[config.mk]
export PLATFORM = sky130hd
export DESIGN_NAME = flow_learn_ctrl
export DESIGN_NICKNAME = d
export VERILOG_FILES = /design/src/rtl/flow_learn_ctrl.sv
export SDC_FILE = /design/constraint.sdc
export NUM_CORES = 1
export LEC_CHECK = 0
export ABC_CLOCK_PERIOD_IN_PS = 7850
export BUFFER_PORTS_ARGS = -buffer_cell sky130_fd_sc_hd__buf_2
export CORE_AREA = 2 2 201 203
export CTS_CLUSTER_DIAMETER = 80
export CTS_CLUSTER_SIZE = 8
export DETAILED_ROUTE_END_ITERATION = 10
export DIE_AREA = 0 0 203 205
export PLACE_DENSITY_LB_ADDON = 0.25
export RECOVER_POWER = 100
export SLEW_MARGIN = 20
export SYNTH_ARGS = -nofsm -noshare
export SYNTH_HDL_FRONTEND = slang
export SYNTH_SLANG_ARGS = --single-unit
[constraint.sdc]
create_clock -name clk -period 7.85 [get_ports clk]
set_input_delay 0.785 -clock clk [delete_from_list [all_inputs] [get_ports clk]]
set_output_delay 0.785 -clock clk [all_outputs]
set_load 0.02 [all_outputs]
[src/rtl/flow_learn_ctrl.sv]
// Arbitrates the flow table's single write port between host AXI-Lite writes
// and the hardware flow-learning engine (five-word entry writes, round-robin allocation).
module flow_learn_ctrl #(
    parameter int NUM_ENTRIES = 32,
    parameter int TIMEOUT     = 64
) (
    input  logic         clk,
    input  logic         rst_n,
    input  logic         i_learn_en,
    input  logic         i_host_we,
    input  logic [7:0]   i_host_waddr,
    input  logic [31:0]  i_host_wdata,
    output logic         o_host_wdone,
    input  logic         i_miss_valid,
    input  logic [127:0] i_miss_key,
    output logic         o_miss_ready,
    output logic         o_ft_we,
    output logic [7:0]   o_ft_waddr,
    output logic [31:0]  o_ft_wdata,
    input  logic         i_ft_wdone,
    output logic         o_busy,
    output logic [4:0]   o_next_entry,
    output logic [15:0]  o_learn_count,
    output logic         o_timeout_err
);

    localparam logic [2:0] S_IDLE      = 3'd0;
    localparam logic [2:0] S_HOST_WR   = 3'd1;
    localparam logic [2:0] S_HOST_WAIT = 3'd2;
    localparam logic [2:0] S_LRN_WR    = 3'd3;
    localparam logic [2:0] S_LRN_WAIT  = 3'd4;

    localparam int TW = $clog2(TIMEOUT + 1);

    logic [2:0]   r_state;
    logic         r_host_pend;
    logic [7:0]   r_host_addr;
    logic [31:0]  r_host_data;
    logic         r_lrn_pend;
    logic [127:0] r_key;
    logic [127:0] r_last_key;
    logic         r_last_key_vld;
    logic [2:0]   r_word;
    logic [TW-1:0] r_tmo;
    logic [4:0]   r_next_entry;
    logic [15:0]  r_learn_count;
    logic         r_timeout_err;
    logic         r_host_wdone;

    logic w_host_acc;
    logic w_miss_hs;
    logic w_miss_dup;
    logic w_lrn_acc;
    logic w_host_req;
    logic w_lrn_req;
    logic w_in_wait;
    logic w_tmo;
    logic w_wait_done;
    logic w_lrn_last;

    assign o_miss_ready = rst_n && i_learn_en && !r_lrn_pend;

    // Requests seen in the capture cycle count immediately so an idle bus issues ft_we next cycle.
    assign w_host_acc  = i_host_we && !r_host_pend;
    assign w_miss_hs   = i_miss_valid && o_miss_ready;
    assign w_miss_dup  = r_last_key_vld && (i_miss_key == r_last_key);
    assign w_lrn_acc   = w_miss_hs && !w_miss_dup;
    assign w_host_req  = r_host_pend || w_host_acc;
    assign w_lrn_req   = r_lrn_pend || w_lrn_acc;
    assign w_in_wait   = (r_state == S_HOST_WAIT) || (r_state == S_LRN_WAIT);
    assign w_tmo       = (r_tmo == TW'(TIMEOUT - 1));
    assign w_wait_done = i_ft_wdone || w_tmo;
    assign w_lrn_last  = (r_state == S_LRN_WAIT) && w_wait_done && (r_word == 3'd4);

    always_ff @(posedge clk or negedge rst_n) begin
        if (!rst_n) begin
            r_host_pend <= 1'b0;
            r_host_addr <= '0;
            r_host_data <= '0;
        end else if (w_host_acc) begin
            r_host_pend <= 1'b1;
            r_host_addr <= i_host_waddr;
            r_host_data <= i_host_wdata;
        end else if ((r_state == S_HOST_WAIT) && w_wait_done) begin
            r_host_pend <= 1'b0;
        end
    end

    always_ff @(posedge clk or negedge rst_n) begin
        if (!rst_n) begin
            r_lrn_pend <= 1'b0;
            r_key      <= '0;
        end else if (w_lrn_acc) begin
            r_lrn_pend <= 1'b1;
            r_key      <= i_miss_key;
        end else if (w_lrn_last) begin
            r_lrn_pend <= 1'b0;
        end
    end

    always_ff @(posedge clk or negedge rst_n) begin
        if (!rst_n) begin
            r_state <= S_IDLE;
            r_word  <= '0;
        end else begin
            case (r_state)
                S_IDLE: begin
                    if (w_host_req) begin
                        r_state <= S_HOST_WR;
                    end else if (w_lrn_req) begin
                        r_state <= S_LRN_WR;
                        r_word  <= 3'd0;
                    end
                end
                S_HOST_WR: r_state <= S_HOST_WAIT;
                S_HOST_WAIT: begin
                    if (w_wait_done) r_state <= S_IDLE;
                end
                S_LRN_WR: r_state <= S_LRN_WAIT;
                S_LRN_WAIT: begin
                    if (w_wait_done) begin
                        if (r_word == 3'd4) begin
                            r_state <= S_IDLE;
                        end else begin
                            r_word  <= r_word + 3'd1;
                            r_state <= S_LRN_WR;
                        end
                    end
                end
                default: r_state <= S_IDLE;
            endcase
        end
    end

    // Timeout counter restarts every time a wait state is entered.
    always_ff @(posedge clk or negedge rst_n) begin
        if (!rst_n) begin
            r_tmo         <= '0;
            r_timeout_err <= 1'b0;
            r_host_wdone  <= 1'b0;
        end else begin
            r_host_wdone <= (r_state == S_HOST_WAIT) && w_wait_done;
            if (w_in_wait && !w_wait_done) begin
                r_tmo <= r_tmo + TW'(1);
            end else begin
                r_tmo <= '0;
            end
            if (w_in_wait && !i_ft_wdone && w_tmo) begin
                r_timeout_err <= 1'b1;
            end
        end
    end

    always_ff @(posedge clk or negedge rst_n) begin
        if (!rst_n) begin
            r_next_entry   <= '0;
            r_learn_count  <= '0;
            r_last_key     <= '0;
            r_last_key_vld <= 1'b0;
        end else if (w_lrn_last) begin
            r_last_key     <= r_key;
            r_last_key_vld <= 1'b1;
            r_next_entry   <= (r_next_entry == 5'(NUM_ENTRIES - 1)) ? 5'd0 : r_next_entry + 5'd1;
            if (r_learn_count != 16'hFFFF) begin
                r_learn_count <= r_learn_count + 16'd1;
            end
        end
    end

    // The valid/flow_id word goes out last so a half-written entry never matches.
    always_comb begin
        o_ft_we    = 1'b0;
        o_ft_waddr = '0;
        o_ft_wdata = '0;
        case (r_state)
            S_HOST_WR: begin
                o_ft_we    = 1'b1;
                o_ft_waddr = r_host_addr;
                o_ft_wdata = r_host_data;
            end
            S_LRN_WR: begin
                o_ft_we    = 1'b1;
                o_ft_waddr = {r_next_entry, r_word};
                case (r_word)
                    3'd0:    o_ft_wdata = r_key[31:0];
                    3'd1:    o_ft_wdata = r_key[63:32];
                    3'd2:    o_ft_wdata = r_key[95:64];
                    3'd3:    o_ft_wdata = r_key[127:96];
                    default: o_ft_wdata = {15'b0, 1'b1, 11'b0, r_next_entry};
                endcase
            end
            default: ;
        endcase
    end

    assign o_host_wdone  = r_host_wdone;
    assign o_busy        = (r_state != S_IDLE) || r_host_pend || r_lrn_pend;
    assign o_next_entry  = r_next_entry;
    assign o_learn_count = r_learn_count;
    assign o_timeout_err = r_timeout_err;

endmodule

Word level (Yosys, flattened, before mapping) --
Cells that the tools add are included.
Cells by class: add/subtract/negate cells 4, muxes and demuxes 21, eq/ne operators 18, reductions and logical operators 33
Operator list (count):
- 128-bit == test | 1
- 32-bit case mux with 4 select lines | 1
- 32-bit case mux with 2 select lines | 1
- 3-bit 2-to-1 mux | 8
- 16-bit by 1-bit adder with 16-bit output, second input constant | 1
- 16-bit inequality test, second input constant | 1
- 8-bit case mux with 2 select lines | 1
- 3-bit case mux with 5 select lines | 1
- 3-bit by 2-bit == test with 1-bit output, second input constant | 4
- 1-bit logical AND | 12
- 2-bit inequality test, second input constant | 5
- 7-bit by 1-bit adder with 7-bit output, second input constant | 1
- 7-bit by 6-bit == test with 1-bit output, second input constant | 1
- 7-bit 2-to-1 mux | 1
- 3-bit by 1-bit == test with 1-bit output, second input constant | 2
- 3-bit == test, second input constant | 2
- 3-bit logical NOT | 2
- 1-bit logical OR | 6
- 3-bit case mux with 2 select lines | 1
- 2-bit nonzero test | 3
- 5-bit by 1-bit adder with 5-bit output, second input constant | 1
- 5-bit == test, second input constant | 1
- 1-bit logical NOT | 5
- 1-bit 2-to-1 mux | 5
- other kinds (9) | 9
Storage, ports and cells: flip-flop bits (word level) 335, logic and storage cells 90

Longest topological paths before layout --
word-level depth 8, mapped depth 9, depth with buffers taken out 8

Least setup slack after synthesis --
OpenSTA, ideal clock, no wires.
kind register -> output, from register r_word[0], to output o_ft_wdata[14], cell stages (with the launch flop) 10, path slack 4.538 ns, path buffers 3, arrival 2.527 ns, path through dfrtp_1 > inv_1 > ha_1 > nor2b_1 > clkbuf_1 > nor4_1 > or2_2 > clkbuf_1 > clkbuf_1 > o21ai_0
Between the ends: word-level cells in the longest chain between the ends 3, elaborated cells between the ends (all ways) 6, classes of those cells 3 x eq/ne; 2 x mux; 1 x reduce/logical
RTL lines:
- start: declaration | RTL line 43 | logic [2:0] r_word;
- start signal: assignment | RTL line 125 | r_word <= r_word + 3'd1;
- 3-bit by 2-bit == test with 1-bit output, or another cell as far along | RTL line 184 | case (r_word)
- 32-bit case mux with 4 select lines (*) | RTL line 184
- 32-bit case mux with 2 select lines (*) | RTL line 175 | case (r_state)
- end: declaration | RTL line 19 | output logic [31:0] o_ft_wdata,
Every way passes the cells marked *; elsewhere a longest branch is shown, timed or not.

Final worst setup path --
from register r_tmo[0], to register r_learn_count[14], in the netlist o_learn_count[14]
Between the ends: word-level cells in the longest chain between the ends 5
RTL lines:
- start: declaration | RTL line 44 | logic [TW-1:0] r_tmo;
- start signal: assignment | RTL line 144 | r_tmo <= r_tmo + TW'(1);
- 7-bit by 6-bit == test with 1-bit output | RTL line 71 | assign w_tmo = (r_tmo == TW'(TIMEOUT - 1));
- 1-bit logical OR | RTL line 72 | assign w_wait_done = i_ft_wdone || w_tmo;
- 1-bit logical AND (2 in a row) | RTL line 73 | assign w_lrn_last = (r_state == S_LRN_WAIT) && w_wait_done && (r_word == 3'd4);
- 2-bit AND reduction (no source line)
- end signal: assignment | RTL line 165 | r_learn_count <= r_learn_count + 16'd1;
- end: declaration | RTL line 46 | logic [15:0] r_learn_count;
No other way between the ends. A chain may end at the register's enable or synchronous reset.

==> results.md <==
Run status:
- The run finished, with violations left.
- The checks that failed: max-capacitance violations, max-slew violations.

Yosys:
- Yosys mapped the design onto 51 distinct sky130hd cell types.
- The post-synthesis net count is 1659.
- The proportion of netlist area held by the largest area contributor is 0.540.
- The fraction of registers with async set or reset after synthesis is 1.00.
- Yosys attributes the largest share of cell area to dfrtp_1 (54%), nand2_1 (10%), mux2_1 (7.1%).
- Of the synthesized area, sequential elements account for 0.540.
- The most frequently used flop master after synthesis is dfrtp_1.
- The biggest area contributor in the post-synthesis netlist is dfrtp_1.
- In this run, synthesis produced a sequential element count of 335.
- The count of mapped cells out of synthesis is 1476.
- The synthesis warning total is 0.
- The number of synthesized flops with an enable pin is 0.
- After synthesis the cells add up to 15500 um2.
- The synthesized area divided by synthesized cell count is 10.5 um2.

Worst setup path:
- The largest single stage delay on the critical path is 2.31 ns.
- The sort of element at the end of the critical path is a register.
- The worst register-to-register path has a depth of 9.
- The type of element launching the critical path is a register.
- The setup path with the least slack is of type register to register.
- The arrival time reported for the critical path endpoint is 6.02 ns.
- STA puts the critical path data required time at 8.29 ns.
- Of all nets on the critical path, the largest fanout is 139.
- The largest individual stage delay along the critical path comes from the cell clkbuf_2.
- Walking the worst path, the cells encountered are ha_1 -> and4_1 -> a31oi_1 -> nor3_1 -> clkbuf_2 -> o31ai_2 -> or2_0 -> or3_1 -> xnor2_1.
- For flop-to-flop paths, the worst setup slack is 2.27 ns.
- The startpoint identified for the worst register-to-register timing path is r_tmo[0]$_DFF_PN0_.
- In this run the critical register-to-register path is captured at o_learn_count[14]$_DFFE_PN0P_.

Routing:
- The routed design has 49300 um of wire.
- The met2 wire length is 22400 um.
- For this block, the initial DRC count from the detailed router was 895.
- After detailed routing, the number of vias per cell comes to 5.30.
- The highest layer used for signal routing is met5.
- The total via count after detailed routing is 11800.
- The final routed wire length divided by cell count is 22.1 um.
- The pre-antenna-repair detailed-routing pass consisted of 5 iterations.
- Once detail routing completed, the nets flagged for antenna violations numbered 0.
- The met1 routed wirelength after detailed routing is 21400 um.
- For this run, design rule violations remaining after detail routing come to 0.
- After detailed routing, the met3 layer carries 3890 um of wire.

Power and ir drop:
- Dividing total power by cell area gives a power density of 356 nW/um2.
- The leakage power summed over all cells is 8.61 nW.
- The worst ir drop on vdd is 0.159 mV.

STA:
- Setup violations remaining at the end of the flow were counted as 0.
- The number of pins with negative max-slew slack in the final report is 547.
- Setup repair after global routing left no endpoint under its margin.
- For the final database, setup skew stands at 0.0238 ns.
- The final-report hold violation count is 0.
- Of the available clock period, the critical path in the final layout requires 0.711.
- The smallest clock period supported by the final layout is computed as 5.58 ns.
- In the final timing run, aggregate negative setup slack is 0 ns.
- The relative slew slack is -1.87.
- The worst path meets setup with 2.27 ns of slack.
- The peak clock frequency supported by timing is 179 MHz.
- At the pin with the least slew margin, the transition time is 4.30 ns.

Placement:
- The total placed cells including tap cells is 2179.
- The placement-stage cell area is 17300 um2.
- The final weighted congestion of routability-driven global placement is 0.957.
- The worst slack at placement is 4.06 ns.
- The placed wire-length estimate is 34900 um.
- The count of port buffers added during placement is 239.

Finish:
- The filler-free cell count of the finished design is 2233.
- The area of all placed cells without fillers is 18300 um2.
- For this run, the post-layout net count is 1887.
- Relative to the synthesized area, the layout overhead comes to 18.0%.
- The fraction of layout instances using a drive strength above 1 is 0.190.
- At the end of the flow the core is filled with cells to 0.466.

Clock tree:
- The clock-pin slew of the registers on the worst-case setup and hold paths is 0.05 ns.
- Buffers inserted during clock tree synthesis total 47.
- The H-tree generated during clock tree synthesis spans 2 levels.
- The clock tree from TritonCTS is done.
- The number of resized instances in the post-cts repair step is 0.
- The CTS root buffer is clkbuf_16.
- The clock reaches the later pin of the worst-skew pair after 0.57 ns.
- The deepest clock path buffer count is 3.
- In this run the post-CTS setup repair buffer count came out at 0.
- The clock drives 335 sinks.
- The hold-fix buffer count after cts is 0.

Floorplan:
- In this run the vertical extent of the chip is 205 um.
- The initial utilization of the core area, before any placement, comes to 0.395.
- Measured along the x axis, the die boundary spans 203 um.
- The placeable core region is 39400 um2.
- Row generation in the floorplan step produced 73 rows.
- The floorplan die area is 41600 um2.
- For this design the top-level I/O count stands at 240.

Run:
- The tool flagged a number of max-cap violations equal to 9.

Global routing:
- The pin count of the biggest net entering global routing is 194.
- The initial antenna violation count is 12.
- The number of global-route vias before repair is 11800.
- Across every metal layer, demand over resource in global routing totals 0.238.
- The first global-routing pass estimated 73200 um of wire.
- The residual overflow from global routing is 0.

Worst hold path:
- The path class of the lowest-slack min-delay path is input pin to async pin.
-- sequential cells by signal, indices dropped and copies added (netlist names), 3 cells and up --
name,cells
o_learn_count,16
r_tmo,7
o_next_entry,5
r_last_key,128
r_key,128
r_host_addr,8
r_state,3
r_host_data,32
r_word,3
-- cells by family (layout without fill, tap and decap cells) --
logic type,count (synthesis),count (layout),share of synthesized area
AOI/OAI and AO/OA,152,152,0.0719
xor gates and xnor gates,110,110,0.0620
adders and majority gates,9,9,0.00725
buffers and inverters,108,337,0.0292
DFF,335,335,0.540
muxes,179,179,0.129
other,0,3,0
and+or+nand+nor,583,583,0.161
-- critical path: cells and delay by family (launching register included) --
| family | cells | cell delay, ns |
|---|---|---|
| buffers and inverters | 1 | 2.31 |
| and+or+nand+nor | 4 | 1.50 |
| AOI/OAI and AO/OA | 2 | 0.82 |
| DFF | 1 | 0.37 |
| adders and majority gates | 1 | 0.23 |
| xor gates and xnor gates | 1 | 0.13 |
-- how the worst max path moves through the flow --
stage	start	endpoint	cells past startpoint	slack, ns
finish	r_tmo[0]$_DFF_PN0_	o_learn_count[14]$_DFFE_PN0P_	9	2.27
CTS	r_word[0]$_DFFE_PN0P_	o_ft_wdata[22]	7	3.53
global route	r_tmo[0]$_DFF_PN0_	o_learn_count[14]$_DFFE_PN0P_	9	1.82
global placement	i_miss_key[49]	r_key[110]$_DFFE_PN0P_	9	4.02
floorplan	r_word[0]$_DFFE_PN0P_	o_ft_wdata[14]	9	4.54
detailed placement	i_miss_key[49]	r_key[25]$_DFFE_PN0P_	9	4.06
-- per-layer routing --
layer | up-vias | GRT usage
li1 | 5442 | -
met1 | 5906 | 0.323
met2 | 386 | 0.368
met3 | 87 | 0.0676
met4 | 18 | 0.0743
met5 | - | 0
-- stage by stage --
stage | hold slack (ns) | total power, W
4_1_cts | 0.243 | 0.00659
5_1_grt | 0.281 | 0.00686
3_3_place_gp | 0.441 | 0.00469
6_report | 0.235 | 0.00652
2_1_floorplan | 0.425 | 0.00390
3_5_place_dp | 0.446 | 0.00476
-- where the power goes --
group | leakage (nW) | total [W] | switching, W | internal, W
sequential | 4.31 | 0.00278 | 0.000462 | 0.00232
clock | 0.605 | 0.00180 | 0.000715 | 0.00108
combinational | 3.70 | 0.00194 | 0.00115 | 0.000793
total | 8.61 | 0.00652 | 0.00233 | 0.00419
-- synth_stat cells, types with 2 or more instances --
| library cell | number |
|---|---|
| o22ai_1 | 6 |
| a2111oi_0 | 3 |
| mux2_1 | 98 |
| a22o_1 | 28 |
| mux2_2 | 73 |
| a211oi_1 | 2 |
| nand3_1 | 20 |
| o2111ai_1 | 8 |
| ha_1 | 9 |
| o221ai_1 | 4 |
| nand4_1 | 26 |
| buf_6 | 2 |
| mux2i_1 | 8 |
| xor2_1 | 6 |
| nand2b_1 | 27 |
| o21ai_0 | 33 |
| buf_1 | 4 |
| nand2_1 | 431 |
| inv_1 | 34 |
| o21ai_1 | 13 |
| a221oi_1 | 32 |
| nor3_1 | 7 |
| clkbuf_1 | 59 |
| o311a_1 | 2 |
| and3_1 | 5 |
| nor2_1 | 27 |
| buf_4 | 9 |
| a21oi_1 | 9 |
| or3_1 | 3 |
| nor2b_1 | 15 |
| xnor2_1 | 104 |
| nor4_1 | 10 |
| dfrtp_1 | 335 |
| or2_2 | 3 |
| and4_1 | 3 |
| a2111o_1 | 3 |
-- layout by cell type (no fill, tap or decap), types with 3 or more instances in the layout --
master       n
nand2_1    431
dfrtp_1    335
buf_2      186
xnor2_1    104
mux2_1      98
mux2_2      73
clkbuf_1    60
clkbuf_16   49
o21ai_0     44
inv_1       34
a221oi_1    32
a22o_1      28
nand2b_1    27
nand4_1     26
nor2_1      25
nand3_1     20
nor2b_1     12
nor4_1      11
a21oi_1      9
ha_1         9
nor3_1       8
o2111ai_1    8
mux2i_1      8
o22ai_1      6
xor2_1       6
and3_1       5
buf_4        5
o221ai_1     4
diode_2      3
a2111oi_0    3
a2111o_1     3
or3_1        3
and4_1       3
nor2b_2      3
-- cell type report --
cell class                      instances  area, um2
Sequential cell                       335       8380
Timing Repair Buffer                  253       1240
Inverter                               34        128
Tap cell                              525        657
Fill cell                            3729      21000
Multi-Input combinational cell       1033       6700
Clock buffer                           50       1230
Antenna cell                            3       7.51
No activity file was read; power rests on OpenSTA's default activity.
